`src/rtl/y86_mem_pkg.sv`:
```
// Shared types and constants for the Y86 byte-memory arbiter slice.
package y86_mem_pkg;

    typedef enum logic [1:0] {
        IDLE  = 2'd0,
        ISSUE = 2'd1,
        DRAIN = 2'd2,
        DONE  = 2'd3
    } arb_state_e;

    typedef enum logic {
        REQ_IF = 1'b0,
        REQ_D  = 1'b1
    } req_id_e;

    localparam int MAX_IF_BYTES = 10;
    localparam int DATA_BYTES   = 8;

    // True when any byte of [addr, addr+len-1] lies outside a 2**aw byte memory.
    function automatic logic range_bad(input logic [63:0] addr,
                                       input logic [3:0]  len,
                                       input int unsigned aw);
        logic [63:0] last_byte;
        last_byte = addr + 64'(len) - 64'd1;
        return ((addr >> aw) != 64'd0) || ((last_byte >> aw) != 64'd0);
    endfunction

endpackage

```
`src/rtl/y86_mem_arbiter_if.sv`:
```
// Request/response and memory-port bundle of the Y86 byte-memory arbiter.
interface y86_mem_arbiter_if #(
    parameter int ADDR_W = 8
);
    logic              if_req;
    logic              if_rdy;
    logic [63:0]       if_addr;
    logic [3:0]        if_len;
    logic [79:0]       if_rdata;
    logic              if_done;
    logic              if_err;

    logic              d_req;
    logic              d_rdy;
    logic              d_we;
    logic [63:0]       d_addr;
    logic [63:0]       d_wdata;
    logic [63:0]       d_rdata;
    logic              d_done;
    logic              d_err;

    logic              mem_en;
    logic              mem_we;
    logic [ADDR_W-1:0] mem_addr;
    logic [7:0]        mem_wdata;
    logic [7:0]        mem_rdata;

    // Arbiter side.
    modport slave (
        input  if_req, if_addr, if_len,
        output if_rdy, if_rdata, if_done, if_err,
        input  d_req, d_we, d_addr, d_wdata,
        output d_rdy, d_rdata, d_done, d_err,
        output mem_en, mem_we, mem_addr, mem_wdata,
        input  mem_rdata
    );

    // Requesters plus memory side.
    modport master (
        output if_req, if_addr, if_len,
        input  if_rdy, if_rdata, if_done, if_err,
        output d_req, d_we, d_addr, d_wdata,
        input  d_rdy, d_rdata, d_done, d_err,
        input  mem_en, mem_we, mem_addr, mem_wdata,
        output mem_rdata
    );

endinterface

```
`src/rtl/y86_mem_burst.sv`:
```
// Byte sequencer for one burst: byte counter, address/write-byte generation,
// and little-endian assembly of read bytes returned one cycle after issue.
module y86_mem_burst
    import y86_mem_pkg::*;
#(
    parameter int ADDR_W = 8
) (
    input  logic                        clk,
    input  logic                        rst_n,
    input  logic                        start,
    input  logic [63:0]                 start_addr,
    input  logic [3:0]                  start_len,
    input  logic                        start_we,
    input  logic [63:0]                 start_wdata,
    input  logic                        issue,
    output logic                        last,
    output logic [ADDR_W-1:0]           mem_addr,
    output logic [7:0]                  mem_wdata,
    input  logic [7:0]                  mem_rdata,
    output logic [8*MAX_IF_BYTES-1:0]   asm_data
);

    logic [63:0]               addr_q;
    logic [3:0]                len_q;
    logic                      we_q;
    logic [63:0]               wdata_q;
    logic [3:0]                k_q;
    logic [63:0]               byte_addr_p0;
    logic                      cap_vld_p1;
    logic [3:0]                cap_slot_p1;
    logic [8*MAX_IF_BYTES-1:0] asm_q;

    always_ff @(posedge clk or negedge rst_n) begin
        if (!rst_n) begin
            k_q        <= 4'd0;
            cap_vld_p1 <= 1'b0;
        end else begin
            if (start) begin
                k_q <= 4'd0;
            end else if (issue) begin
                k_q <= k_q + 4'd1;
            end
            cap_vld_p1 <= issue && !we_q;
        end
    end

    always_ff @(posedge clk) begin
        if (start) begin
            addr_q  <= start_addr;
            len_q   <= start_len;
            we_q    <= start_we;
            wdata_q <= start_wdata;
            asm_q   <= '0;
        end else begin
            asm_q   <= asm_data;
        end
        cap_slot_p1 <= k_q;
    end

    // p0: byte issue; address arithmetic is full width, only the LSBs reach memory
    always_comb begin
        byte_addr_p0 = addr_q + {60'd0, k_q};
        mem_addr     = issue ? byte_addr_p0[ADDR_W-1:0] : '0;
        mem_wdata    = (issue && we_q) ? wdata_q[{k_q[2:0], 3'b000} +: 8] : 8'd0;
        last         = (k_q == len_q - 4'd1);
    end

    // p1: returned byte merged into its slot; the merged view is visible the same cycle
    always_comb begin
        asm_data = asm_q;
        if (cap_vld_p1) begin
            asm_data[{cap_slot_p1, 3'b000} +: 8] = mem_rdata;
        end
    end

endmodule

```
`src/rtl/y86_mem_arbiter.sv`:
```
// Fetch/data arbiter over one byte-wide synchronous memory.
// Define Y86_ARB_RANGE_CHK_EN to fail bursts that leave the 2**ADDR_W byte space.
module y86_mem_arbiter
    import y86_mem_pkg::*;
#(
    parameter int ADDR_W     = 8,
    parameter int MAX_IF_LEN = MAX_IF_BYTES
) (
    input logic              clk,
    input logic              rst_n,
    y86_mem_arbiter_if.slave bus
);

    arb_state_e                state_q, state_d;
    req_id_e                   owner_q, last_grant_q;
    logic                      err_q;
    logic                      we_q;

    logic                      idle;
    logic                      grant_if, grant_d, accept;
    logic [63:0]               start_addr;
    logic [3:0]                start_len;
    logic                      start_we;
    logic                      len_bad, rng_bad, start_err;
    logic                      issue, burst_last;
    logic [ADDR_W-1:0]         mem_addr;
    logic [7:0]                mem_wdata;
    logic [8*MAX_IF_BYTES-1:0] asm_data;

    logic [79:0]               if_rdata_q;
    logic                      if_err_q;
    logic [63:0]               d_rdata_q;
    logic                      d_err_q;

    // A tie goes to whichever requester did not win last time.
    always_comb begin
        idle       = (state_q == IDLE);
        grant_if   = idle && bus.if_req && (!bus.d_req || last_grant_q == REQ_D);
        grant_d    = idle && bus.d_req && (!bus.if_req || last_grant_q == REQ_IF);
        accept     = grant_if || grant_d;
        start_addr = grant_if ? bus.if_addr : bus.d_addr;
        start_len  = grant_if ? bus.if_len : 4'(DATA_BYTES);
        start_we   = grant_d && bus.d_we;
        len_bad    = grant_if && (bus.if_len == 4'd0 || int'(bus.if_len) > MAX_IF_LEN);
`ifdef Y86_ARB_RANGE_CHK_EN
        rng_bad    = accept && !len_bad && range_bad(start_addr, start_len, ADDR_W);
`else
        rng_bad    = 1'b0;
`endif
        start_err  = len_bad || rng_bad;
    end

    // Failed bursts still spend one cycle in DRAIN so done lands at accept+2.
    always_comb begin
        state_d = state_q;
        case (state_q)
            IDLE:    if (accept) state_d = start_err ? DRAIN : ISSUE;
            ISSUE:   if (burst_last) state_d = DRAIN;
            DRAIN:   state_d = DONE;
            DONE:    state_d = IDLE;
            default: state_d = IDLE;
        endcase
    end

    always_ff @(posedge clk or negedge rst_n) begin
        if (!rst_n) begin
            state_q      <= IDLE;
            owner_q      <= REQ_IF;
            last_grant_q <= REQ_D;
            err_q        <= 1'b0;
            we_q         <= 1'b0;
        end else begin
            state_q <= state_d;
            if (accept) begin
                owner_q      <= grant_if ? REQ_IF : REQ_D;
                last_grant_q <= grant_if ? REQ_IF : REQ_D;
                err_q        <= start_err;
                we_q         <= start_we;
            end
        end
    end

    // Results are latched as DRAIN ends (last read byte included) and held
    // until the same requester is accepted again.
    always_ff @(posedge clk or negedge rst_n) begin
        if (!rst_n) begin
            if_rdata_q <= '0;
            if_err_q   <= 1'b0;
            d_rdata_q  <= '0;
            d_err_q    <= 1'b0;
        end else begin
            if (grant_if) begin
                if_rdata_q <= '0;
                if_err_q   <= 1'b0;
            end
            if (grant_d) begin
                d_rdata_q <= '0;
                d_err_q   <= 1'b0;
            end
            if (state_q == DRAIN) begin
                if (owner_q == REQ_IF) begin
                    if_rdata_q <= err_q ? '0 : asm_data;
                    if_err_q   <= err_q;
                end else begin
                    d_rdata_q <= (err_q || we_q) ? '0 : asm_data[63:0];
                    d_err_q   <= err_q;
                end
            end
        end
    end

    assign issue = (state_q == ISSUE);

    y86_mem_burst #(
        .ADDR_W (ADDR_W)
    ) u_burst (
        .clk         (clk),
        .rst_n       (rst_n),
        .start       (accept),
        .start_addr  (start_addr),
        .start_len   (start_len),
        .start_we    (start_we),
        .start_wdata (bus.d_wdata),
        .issue       (issue),
        .last        (burst_last),
        .mem_addr    (mem_addr),
        .mem_wdata   (mem_wdata),
        .mem_rdata   (bus.mem_rdata),
        .asm_data    (asm_data)
    );

    assign bus.if_rdy    = grant_if;
    assign bus.d_rdy     = grant_d;
    assign bus.if_done   = (state_q == DONE) && (owner_q == REQ_IF);
    assign bus.d_done    = (state_q == DONE) && (owner_q == REQ_D);
    assign bus.if_rdata  = if_rdata_q;
    assign bus.if_err    = if_err_q;
    assign bus.d_rdata   = d_rdata_q;
    assign bus.d_err     = d_err_q;
    assign bus.mem_en    = issue;
    assign bus.mem_we    = issue && we_q;
    assign bus.mem_addr  = mem_addr;
    assign bus.mem_wdata = mem_wdata;

endmodule
```
`src/flat_wrapper.sv`:
```
// flat-port wrapper written by rule: the top's interface ports become plain ports
module y86_mem_arbiter_flat import y86_mem_pkg::*;
#(
    parameter int ADDR_W     = 8,
    parameter int MAX_IF_LEN = MAX_IF_BYTES
)
  (clk, rst_n, bus_if_req, bus_if_addr, bus_if_len, bus_if_rdy, bus_if_rdata, bus_if_done, bus_if_err, bus_d_req, bus_d_we, bus_d_addr, bus_d_wdata, bus_d_rdy, bus_d_rdata, bus_d_done, bus_d_err, bus_mem_en, bus_mem_we, bus_mem_addr, bus_mem_wdata, bus_mem_rdata);
  y86_mem_arbiter_if #(.ADDR_W(ADDR_W)) bus_i ();
  input logic clk;
  input logic rst_n;
  input wire logic [$bits(bus_i.if_req)-1:0] bus_if_req;
  input wire logic [$bits(bus_i.if_addr)-1:0] bus_if_addr;
  input wire logic [$bits(bus_i.if_len)-1:0] bus_if_len;
  output wire logic [$bits(bus_i.if_rdy)-1:0] bus_if_rdy;
  output wire logic [$bits(bus_i.if_rdata)-1:0] bus_if_rdata;
  output wire logic [$bits(bus_i.if_done)-1:0] bus_if_done;
  output wire logic [$bits(bus_i.if_err)-1:0] bus_if_err;
  input wire logic [$bits(bus_i.d_req)-1:0] bus_d_req;
  input wire logic [$bits(bus_i.d_we)-1:0] bus_d_we;
  input wire logic [$bits(bus_i.d_addr)-1:0] bus_d_addr;
  input wire logic [$bits(bus_i.d_wdata)-1:0] bus_d_wdata;
  output wire logic [$bits(bus_i.d_rdy)-1:0] bus_d_rdy;
  output wire logic [$bits(bus_i.d_rdata)-1:0] bus_d_rdata;
  output wire logic [$bits(bus_i.d_done)-1:0] bus_d_done;
  output wire logic [$bits(bus_i.d_err)-1:0] bus_d_err;
  output wire logic [$bits(bus_i.mem_en)-1:0] bus_mem_en;
  output wire logic [$bits(bus_i.mem_we)-1:0] bus_mem_we;
  output wire logic [$bits(bus_i.mem_addr)-1:0] bus_mem_addr;
  output wire logic [$bits(bus_i.mem_wdata)-1:0] bus_mem_wdata;
  input wire logic [$bits(bus_i.mem_rdata)-1:0] bus_mem_rdata;
  assign bus_i.if_req = bus_if_req;
  assign bus_i.if_addr = bus_if_addr;
  assign bus_i.if_len = bus_if_len;
  assign bus_if_rdy = bus_i.if_rdy;
  assign bus_if_rdata = bus_i.if_rdata;
  assign bus_if_done = bus_i.if_done;
  assign bus_if_err = bus_i.if_err;
  assign bus_i.d_req = bus_d_req;
  assign bus_i.d_we = bus_d_we;
  assign bus_i.d_addr = bus_d_addr;
  assign bus_i.d_wdata = bus_d_wdata;
  assign bus_d_rdy = bus_i.d_rdy;
  assign bus_d_rdata = bus_i.d_rdata;
  assign bus_d_done = bus_i.d_done;
  assign bus_d_err = bus_i.d_err;
  assign bus_mem_en = bus_i.mem_en;
  assign bus_mem_we = bus_i.mem_we;
  assign bus_mem_addr = bus_i.mem_addr;
  assign bus_mem_wdata = bus_i.mem_wdata;
  assign bus_i.mem_rdata = bus_mem_rdata;
  y86_mem_arbiter #(.ADDR_W(ADDR_W), .MAX_IF_LEN(MAX_IF_LEN)) u_core (.clk(clk), .rst_n(rst_n), .bus(bus_i));
endmodule
```
`config.mk`:
```
export PLATFORM = sky130hd
export DESIGN_NAME = y86_mem_arbiter_flat
export DESIGN_NICKNAME = d
export VERILOG_FILES = /design/src/rtl/y86_mem_pkg.sv /design/src/rtl/y86_mem_arbiter_if.sv /design/src/rtl/y86_mem_burst.sv /design/src/rtl/y86_mem_arbiter.sv /design/src/flat_wrapper.sv
export SDC_FILE = /design/constraint.sdc
export NUM_CORES = 1
export LEC_CHECK = 0
export CAP_MARGIN = 25
export CORE_MARGIN = 3
export CORE_UTILIZATION = 49
export DETAILED_ROUTE_END_ITERATION = 8
export PLACE_DENSITY = 0.83
export SKIP_CTS_REPAIR_TIMING = 1
export SLEW_MARGIN = 40
export SYNTH_ARGS = -nofsm -noshare
export SYNTH_HDL_FRONTEND = slang
export SYNTH_HIERARCHICAL = 1
export SYNTH_SLANG_ARGS = --single-unit
```
`constraint.sdc`:
```
create_clock -name clk -period 4.7 [get_ports clk]
set_input_delay 1.41 -clock clk [delete_from_list [all_inputs] [get_ports clk]]
set_output_delay 1.41 -clock clk [all_outputs]
set_load 0.1 [all_outputs]
```
==> out/qor.csv <==
metric;value;unit
Leak;0.00785;uW
die area;29200;um2
mapped cell area;13300;um2
sw frac;38.9;%
global-route wire length before repair;52.6;mm
CTS H-Tree Depth;2;
clk slew on worst S/H paths;0.06;ns
clk_skew;0.0236;ns
Nets;1492;
Max-Slew Margin vs Limit;47.4;%
Worst path slowest cell;dfrtp_1;
Synth-to-Final Area Change;24.4;%
antenna violations before repair;0;
clock share of power;29.1;%
largest buffer count on any clock path;3;
DP HPWL;23.0;mm
Arr. time, crit path;2.75;ns
I/O Pins;377;
GRT overflow;0;
DRC;0;
Buffers & Inverters on Critical Path;1;
Syn Area/Cell;13.0;um2
die height;171;um
non-filler instance count after layout;1628;
drt first pass iters;5;
Critical Path Fanout Max;13;
ant diodes;0;
Worst-Margin Slew;0.789;ns
largest net degree at the start of global routing;96;
# port buffers;264;
crit path cell chain;ha_1 -> a211oi_1 -> nor2_1 -> o2111ai_1 -> mux2i_2 -> buf_12;
synth warn;6;
Placed Instances;1567;
final-report hold violation count;0;
Setup Crit Path Kind;reg2out;
CTS Buf Count;34;
combinational power share;34.1;%
cell family with most CP delay;flip-flops;
peak supply drop;524;uV
Seq pwr share;36.8;%
setup TNS;0;ns
via-per-instance ratio;5.82;
GPL Wtd Cong;0.800;
Worst Hold Class;reg2reg;
starting density of the core;50.5;%
CP peak stage delay;0.71;ns
number of clock sinks;318;
Layout fillers;1965;
CORE AREA;26400;um2
Internal Power;5660;uW
Die W;171;um
# rows;59;
syn nets;1249;
final setup vio count;0;
Worst Setup End Kind;output port;
all-layer global routing usage;22.7;%
total wire length;34.0;mm
clk_lat worst skew;0.53;ns
power per cell area;559;nW/um2
Gate Count Post-Synth;1025;
status;finished clean;
TritonCTS clock tree;yes;
root buffer selected by CTS;clkbuf_16;
Max Cap Viol;0;
Sw Pwr;3600;uW
share of layout cells above drive strength 1;27.6;%
Final period util;88.4;%
Initial DRC Count;945;
WL/cell;20.9;um
critical path startpoint category;flop;
min cycle time layout;4.16;ns
commonest non-fill, non-tap cells in the layout;dfrtp_1, buf_2, a22o_1;
vias in the first global route;9581;
CP required;3.29;ns
antenna-violating nets left;0;
RSZ-0062 raised after global routing;no;
Slew Limit Fails;0;
FMAX;0.241;GHz
most common cell after layout, fill and taps aside;dfrtp_1;
vias;9481;
[layout make-up]
class,count,area [um2],share of cell area (%)
Sequential cell,318,7920,47.8
Inverter,12,58.8,0.355
Timing Repair Buffer,281,2110,12.8
Clock inverter,16,176,1.07
Multi-Input combinational cell,621,4910,29.6
Tap cell,335,419,2.53
Clock buffer,45,963,5.82
[power groups by stage]
stage | clock, uW | combinational (uW) | sequential (uW)
after global placement | 0 | 3150 | 3440
after global routing | 2850 | 3350 | 3450
after detailed placement | 0 | 3150 | 3460
after CTS | 2750 | 3160 | 3410
after floorplan | 0 | 2090 | 3790
final | 2700 | 3160 | 3410
[worst paths after layout]
| path | startpoint | endpoint | slack [ns] | cells past startpoint |
|---|---|---|---|---|
| min | u_core/u_burst/we_q | u_core/u_burst/cap_vld_p1 | 0.44 | 1 |
| max in group asynchronous | rst_n | u_core/last_grant_q | 3.23 | 2 |
| min in group asynchronous | rst_n | u_core/bus.if_rdata[13] | 0.79 | 1 |
| min reg2reg | u_core/u_burst/we_q | u_core/u_burst/cap_vld_p1 | 0.44 | 1 |
| max | u_core/u_burst/k_q[1] | bus_mem_addr[7] | 0.54 | 6 |
| max reg2reg | u_core/u_burst/cap_slot_p1[0] | u_core/bus.if_rdata[56] | 1.47 | 7 |
[flip-flops by register name, summed over array words and instances (netlist names), 2 cells and up]
name / flops
u_core/u_burst/len_q: 4
u_core/u_burst/wdata_q: 64
u_core/u_burst/cap_slot_p1: 4
u_core/u_burst/asm_q: 80
u_core/u_burst/addr_q: 8
u_core/bus.if_rdata: 80
u_core/state_q: 2
u_core/u_burst/k_q: 4
u_core/bus.d_rdata: 64
[through the flow]
stage          hold slack [ns]  utilization, %  setup slack [ns]  total power, uW  cell area (um2)
6_report                 0.444            62.8             0.544             9260            16600
3_3_place_gp             0.441            61.2             0.704             6600            16100
3_5_place_dp             0.451            58.5             0.655             6610            15400
5_1_grt                  0.479            62.8             0.346             9650            16600
4_1_cts                  0.450            62.8             0.507             9320            16600
2_1_floorplan            0.389               -            0.0645             5880            13300
[routing by layer]
metal / vias to the layer above / track usage, % / part of all wire (%)
li1: 4269 / - / -
met1: 4710 / 29.6 / 41
met2: 418 / 36.2 / 46
met3: 84 / 6.54 / 8.9
met4: 0 / 8.71 / 3.6
met5: - / 0 / 0
No activity file was read; power rests on OpenSTA's default activity.
